--- config.mk ---
export PLATFORM = sky130hd
export DESIGN_NAME = match_window_counter_flat
export DESIGN_NICKNAME = d
export VERILOG_FILES = /design/src/rtl/match_window_if.sv /design/src/rtl/match_window_counter.sv /design/src/flat_wrapper.sv
export SDC_FILE = /design/constraint.sdc
export NUM_CORES = 1
export LEC_CHECK = 0
export CAP_MARGIN = 10
export CELL_PAD_IN_SITES_DETAIL_PLACEMENT = 1
export CELL_PAD_IN_SITES_GLOBAL_PLACEMENT = 1
export CORE_ASPECT_RATIO = 0.9
export CORE_MARGIN = 2
export CORE_UTILIZATION = 25
export CTS_CLUSTER_SIZE = 25
export DETAILED_ROUTE_END_ITERATION = 8
export DONT_BUFFER_PORTS = 1
export PLACE_DENSITY = 0.44
export SYNTH_ARGS = -nofsm -noshare
export SYNTH_HDL_FRONTEND = slang
export SYNTH_SLANG_ARGS = --single-unit
--- constraint.sdc ---
create_clock -name clk -period 1.95 [get_ports clk]
set_clock_uncertainty 0.05 [all_clocks]
set_input_delay 0.39 -clock clk [delete_from_list [all_inputs] [get_ports clk]]
set_output_delay 0.39 -clock clk [all_outputs]
set_load 0.05 [all_outputs]
--- src/rtl/match_window_if.sv ---
// Result channel of match_window_counter: count, valid/ready handshake, overrun flag.
// Carries res_max as well when MATCH_WINDOW_MAX_EN is defined.
interface match_window_if #(
    parameter int unsigned CNT_W = 8
);
    logic [CNT_W-1:0] res_count;
    logic             res_valid;
    logic             res_ready;
    logic             res_overrun;
`ifdef MATCH_WINDOW_MAX_EN
    logic [CNT_W-1:0] res_max;
`endif

    modport master (
        input  res_ready,
        output res_count,
        output res_valid,
        output res_overrun
`ifdef MATCH_WINDOW_MAX_EN
        , output res_max
`endif
    );

    modport slave (
        output res_ready,
        input  res_count,
        input  res_valid,
        input  res_overrun
`ifdef MATCH_WINDOW_MAX_EN
        , input  res_max
`endif
    );
endinterface

--- src/rtl/match_window_counter.sv ---
// Counts detector match pulses over windows of WINDOW enabled cycles and hands each count out
// over valid/ready. Optional MATCH_WINDOW_MAX_EN adds a running maximum of accepted results.
module match_window_counter #(
    parameter int unsigned WINDOW = 16,
    parameter int unsigned CNT_W  = 8
) (
    input  logic              clk,
    input  logic              rst,
    input  logic              en,
    input  logic              sync_clr,
    input  logic              b_in,
    output logic              win_busy,
    match_window_if.master    res
);
    localparam int unsigned     CYC_W    = $clog2(WINDOW);
    localparam logic [CYC_W-1:0] LAST_CYC = CYC_W'(WINDOW - 1);

    if (WINDOW < 2 || WINDOW > 65535) begin : g_bad_window
        $error("match_window_counter: WINDOW must be in 2..65535");
    end

    typedef enum logic [0:0] {
        IDLE  = 1'b0,
        COUNT = 1'b1
    } state_t;

    state_t           state;
    state_t           state_next;
    logic [CYC_W-1:0] cyc_cnt;
    logic [CYC_W-1:0] cyc_next;
    logic [CNT_W-1:0] acc;
    logic [CNT_W-1:0] acc_next;
    logic [CNT_W-1:0] acc_sum;
    logic             win_end;
    logic             load;
    logic             drop;

    // Saturating add of one pulse; clamps at all-ones instead of wrapping.
    function automatic logic [CNT_W-1:0] sat_add(input logic [CNT_W-1:0] a, input logic b);
        logic [CNT_W:0] s;
        s = {1'b0, a} + (CNT_W+1)'(b);
        return s[CNT_W] ? {CNT_W{1'b1}} : s[CNT_W-1:0];
    endfunction

    always_ff @(posedge clk) begin
        if (rst) begin
            state <= IDLE;
        end else begin
            state <= state_next;
        end
    end

    // Window sequencing; sync_clr beats window end, so a cleared final cycle yields no result.
    always_comb begin
        state_next = state;
        cyc_next   = cyc_cnt;
        acc_next   = acc;
        win_end    = 1'b0;
        acc_sum    = sat_add(acc, b_in);
        if (sync_clr) begin
            state_next = IDLE;
            cyc_next   = '0;
            acc_next   = '0;
        end else begin
            case (state)
                IDLE: begin
                    if (en) begin
                        state_next = COUNT;
                        cyc_next   = CYC_W'(1);
                        acc_next   = CNT_W'(b_in);
                    end
                end
                COUNT: begin
                    if (en) begin
                        if (cyc_cnt == LAST_CYC) begin
                            win_end    = 1'b1;
                            state_next = IDLE;
                            cyc_next   = '0;
                            acc_next   = '0;
                        end else begin
                            cyc_next = cyc_cnt + CYC_W'(1);
                            acc_next = acc_sum;
                        end
                    end
                end
                default: begin
                    state_next = IDLE;
                    cyc_next   = '0;
                    acc_next   = '0;
                end
            endcase
        end
    end

    // A finished window loads if the slot is empty or being drained this edge; otherwise it is lost.
    assign load = win_end && (!res.res_valid || res.res_ready);
    assign drop = win_end && res.res_valid && !res.res_ready;

    always_ff @(posedge clk) begin
        if (rst) begin
            cyc_cnt         <= '0;
            acc             <= '0;
            win_busy        <= 1'b0;
            res.res_count   <= '0;
            res.res_valid   <= 1'b0;
            res.res_overrun <= 1'b0;
        end else begin
            cyc_cnt  <= cyc_next;
            acc      <= acc_next;
            win_busy <= (state_next == COUNT);
            if (load) begin
                res.res_count <= acc_sum;
                res.res_valid <= 1'b1;
            end else if (res.res_valid && res.res_ready) begin
                res.res_valid <= 1'b0;
            end
            if (drop) begin
                res.res_overrun <= 1'b1;
            end
        end
    end

`ifdef MATCH_WINDOW_MAX_EN
    // Running maximum over accepted results only.
    always_ff @(posedge clk) begin
        if (rst) begin
            res.res_max <= '0;
        end else if (load && (acc_sum > res.res_max)) begin
            res.res_max <= acc_sum;
        end
    end
`endif
endmodule

--- src/flat_wrapper.sv ---
// flat-port wrapper written by rule: the top's interface ports become plain ports
module match_window_counter_flat 
#(
    parameter int unsigned WINDOW = 16,
    parameter int unsigned CNT_W  = 8
)
  (clk, rst, en, sync_clr, b_in, win_busy, res_res_ready, res_res_count, res_res_valid, res_res_overrun);
  match_window_if #(.CNT_W(CNT_W)) res_i ();
  input  logic clk;
  input  logic rst;
  input  logic en;
  input  logic sync_clr;
  input  logic b_in;
  output logic win_busy;
  input wire logic [$bits(res_i.res_ready)-1:0] res_res_ready;
  output wire logic [$bits(res_i.res_count)-1:0] res_res_count;
  output wire logic [$bits(res_i.res_valid)-1:0] res_res_valid;
  output wire logic [$bits(res_i.res_overrun)-1:0] res_res_overrun;
  assign res_i.res_ready = res_res_ready;
  assign res_res_count = res_i.res_count;
  assign res_res_valid = res_i.res_valid;
  assign res_res_overrun = res_i.res_overrun;
  match_window_counter #(.WINDOW(WINDOW), .CNT_W(CNT_W)) u_core (.clk(clk), .rst(rst), .en(en), .sync_clr(sync_clr), .b_in(b_in), .win_busy(win_busy), .res(res_i));
endmodule
# Yosys cells after proc, flatten, opt, wreduce, memory -nomap -nowiden
# Cells that the tools add are included.
# totals
ff_bits,23
inputBits,6
# op_classes
add_sub_neg,2
eq_ne,3
muxes,19
bitwise_logic,1
reduce_logical,10
# ops
cell,n
$mux 8,4
$pmux 8 s2,1
$mux 4,3
$add 8x1->9,1
$mux 1,9
$pmux 4 s2,1
$add 4x1->4 const B,1
$eq 4x4->1 const B,1
$logic_and 1x1->1,4
$ne 2x2->1 const B,2
$logic_not 1->1,2
$pmux 1 s2,1
$reduce_and 2->1,1
$reduce_bool 2->1,1
$reduce_or 2->1,1
$logic_or 1x1->1,1
$not 1->1,1

# Logic depth before layout (Yosys ltp)
# logic_depth
depth_word,7
mapped_depth,6
ltp_nobuf,6

# Worst setup path before layout
# OpenSTA, ideal clock, no wires.
# synth_path
path_kind,reg-to-reg
from,"register, netlist name u_core.win_busy"
to,register u_core.res.res_count[5]
setup_ns,0.132
arrival_time_ns,1.881
path_slack_ns,-0.113
stages_incl_launch_ff,6
n_path_buf,1
period_less_slack_ns,2.063
path_cell_list,dfxtp_1 nand2_1 or4_4 buf_6 nor4b_4 nor3_1
# synth_lines
item,line,rtl
"end signal, assigned",match_window_counter.sv:112,res.res_count <= acc_sum;
"end, declared",match_window_if.sv:16,"output res_count,"

# Worst setup path after layout
# layout_path
from,register u_core.cyc_cnt[0]
to,register u_core.res.res_count[2]
# layout_via
elab_chain_cells,6
# layout_rtl
item,line,rtl
"start, declared",match_window_counter.sv:29,logic [CYC_W-1:0] cyc_cnt;
"start signal, assigned",match_window_counter.sv:108,cyc_cnt <= cyc_next;
$eq 4x4->1,match_window_counter.sv:75,if (cyc_cnt == LAST_CYC) begin
$mux 1,match_window_counter.sv:75,
$mux 1,match_window_counter.sv:74,if (en) begin
$mux 1,match_window_counter.sv:65,case (state)
$mux 1,match_window_counter.sv:60,if (sync_clr) begin
$logic_and 1x1->1,match_window_counter.sv:96,assign load = win_end && (!res.res_valid || res.res_ready);
# No other way between the ends.
# A chain may end at the register's enable or synchronous reset.

==> run metrics <==
Setup violations, final=0; min Tclk post-route=1.85 ns; Clock Latency Late Sink=0.27 ns; critical setup path kind=reg -> reg; #FFs+latches synth=23; vias in the first global route=1011; cell taking the most area after synthesis=dfxtp_1; Net Count, Synth=142; Reg2Reg Setup Slack=0.10 ns; Fin. Hold Viols=0; Crit Path Max Fanout=6; status=finished, final reports clean; Mapped Cells=133; top-count cell post-synth=dfxtp_1; height of the die=66.7 microns; CP Launch Type=flip-flop; Hold Path Sink=u_core.res.res_count[4]$_SDFFE_PP0P_; final instance area=1260 sq um; grt ovf=0; Rows=22; number of CTS-inserted buffers=3; largest net degree at the start of global routing=15; placed instance area=1190 sq um; sw frac=0.242; CTS H-tree depth=1; yosys warns=0; CP Data Required Time=2.07 ns; global-route wire length before repair=5.06 mm; Critical R2R Capture=u_core.res.res_count[2]$_SDFFE_PP0P_; worst hold slack=0.122 ns; Hold Crit Depth=1; CTS tree=built; drt pass-1 iters=3; hold_sp=rst; GPL Wtd Cong=0.741; fin crit share=0.948; Post-synth top flop=dfxtp_1; XOR/XNOR Fraction of Synth Area=0.00802; CP arrival=1.97 ns; unique cell type count in the Yosys netlist=32; clk root buf=clkbuf_8; clock power share=0.387; power per cell area=656 nW/um^2; initial antenna violation count=0; Layout area overhead=15.7%; Pleak=0.423 nW; post-synthesis compound-gate area fraction=0.174; Post-Synth Simple-Gate Area=0.318; Max Cap Viol=0; Routed Wire Length=2.99 mm; post-synthesis area per instance=8.21 sq um; Internal=629 uW; DR DRC count=0; Post-DRT Antenna Nets=0; synth top area cells=dfxtp_1, nor2_1, nand2_1; full die area=4910 sq um; Peak VDD IR=0.000312 V; vias=970; clk slew on worst S/H paths=0.09 ns; Fin Setup TNS=0 ns; Initial Util=0.265; Max-slew headroom=0.647; area share of the largest cell type after synthesis=0.422; Post-Synth Adder-Cell Area=0.0344; Final Max Tran Viols=0; number of I/O port buffers=0; Antenna Cells=0; Worst Tran Pin Value=0.529 ns; Core ar.=4130 sq um; Fmax=541 MHz; mapped cell area=1090 sq um; Vias/cell=5.13; post-synthesis sequential area ratio=0.422; RR Startpoint=u_core.cyc_cnt[0]$_SDFFE_PP0P_; # hold bufs at CTS=0; layout net count=151; Overall Global Routing Usage=0.137; critical path endpoint category=flip-flop; Die W=73.7 microns; Iteration-0 DRC Markers=42; EDFF count, synth=0; Reg2Reg Depth=5; top cells by count, synth=dfxtp_1, nor2_1, nand2_1, nor3_1; Seq pwr share=0.572; DP HPWL=2.30 mm; clock sinks=23; P_sw=201 uW; Clock Path Buffers=2; combinational family with the most area after synthesis=simple AND/OR/NAND/NOR gates; # IOs=17; Post-synth ARST share=0; RSZ-0062 raised after global routing=no; mux contribution to synthesized area=0.00916; Comb pwr share=0.041; HP Class=in -> reg; layout cell share with drive strength beyond 1=0.156; WL per Instance=15.8 microns
sequential cells by signal, indices dropped and copies added (netlist names):
register                flops
u_core.acc                  8
u_core.res.res_count        8
u_core.cyc_cnt              4
u_core.res.res_overrun      1
u_core.res.res_valid        1
u_core.win_busy             1
worst max path at each step:
| stage | slack (ns) | from | to |
|---|---|---|---|
| 2_1_floorplan | 0.12 | u_core.win_busy$_SDFF_PP0_ | u_core.res.res_count[5]$_SDFFE_PP0P_ |
| 6_report | 0.10 | u_core.cyc_cnt[0]$_SDFFE_PP0P_ | u_core.res.res_count[2]$_SDFFE_PP0P_ |
| 3_5_place_dp | 0.10 | u_core.cyc_cnt[0]$_SDFFE_PP0P_ | u_core.res.res_count[2]$_SDFFE_PP0P_ |
| 3_3_place_gp | 0.16 | u_core.cyc_cnt[0]$_SDFFE_PP0P_ | u_core.res.res_count[5]$_SDFFE_PP0P_ |
| 5_1_grt | 0.02 | u_core.cyc_cnt[0]$_SDFFE_PP0P_ | u_core.res.res_count[2]$_SDFFE_PP0P_ |
| 4_1_cts | 0.08 | u_core.cyc_cnt[0]$_SDFFE_PP0P_ | u_core.res.res_count[2]$_SDFFE_PP0P_ |
final cells by class:
class                   instances  area [sq um]
fillers                       504          2870
multi-input cells             102           602
flip-flops and latches         23           462
repair buffers                  9          80.1
well taps                      48          60.1
clock buffers                   3          41.3
inverters                       3          11.3
clock inverters                 1          7.51
per-stage QoR:
step / power [mW] / instances / setup slack [ns] / utilization
floorplan: 0.513 / 133 / 0.121 / -
global placement: 0.521 / 184 / 0.157 / 0.288
detailed placement: 0.520 / 184 / 0.102 / 0.288
CTS: 0.847 / 188 / 0.0825 / 0.299
global route: 0.866 / 189 / 0.0190 / 0.306
finish: 0.830 / 189 / 0.102 / 0.306
worst max-delay path, stage by stage, from the launching register on:
cell	delay [ns]
dfxtp_1	0.40
ha_2	0.23
nand3_2	0.09
or4_4	0.62
nor4_2	0.29
nor3_1	0.07
timing repair:
item                       4_1_cts  5_1_grt
gates resized for setup          0        2
buffers inserted                 0        1
setup endpoints to repair        0        2
metal layers:
metal  up-vias  share of wire  GRT usage  wire (microns)
li1        499              -          -               -
met1       455           0.51      0.187            1530
met4         0         0.0047     0.0318              14
met3         2          0.043     0.0348             130
met5         -              0          0               0
met2        14           0.44      0.215            1320
power groups by stage:
stage	clock (mW)	combinational [mW]	sequential, mW
floorplan	0	0.0242	0.489
global placement	0	0.0356	0.485
detailed placement	0	0.0350	0.485
CTS	0.338	0.0351	0.474
global route	0.353	0.0380	0.475
finish	0.321	0.0342	0.474
cell usage in the layout (no fill, tap or decap), drive strengths merged:
cell type  instances
nand3b             2
nor4               2
nand4              3
a21oi              9
buf                9
inv                3
nor4b              1
mux2i              1
o21ai              9
nor3              10
nand3              6
o31ai              3
dfxtp             23
o22ai              3
and3               1
o21a               1
nor2              18
a31oi              2
xor2               1
nor2b              4
ha                 3
clkinvlp           1
nand2             14
nor3b              1
and4               1
clkbuf             3
o32ai              1
a22oi              1
or2                1
a211oi             3
or4                1
cell families (layout without fill, tap and decap cells):
family	after synthesis	in the layout
and+or+nand+nor	65	65
AOI/OAI and AO/OA	32	32
DFF	23	23
buffers and inverters	8	16
adders and majority gates	3	3
xor gates and xnor gates	1	1
muxes	1	1
Note: power is estimated with default switching activity, not from simulation.
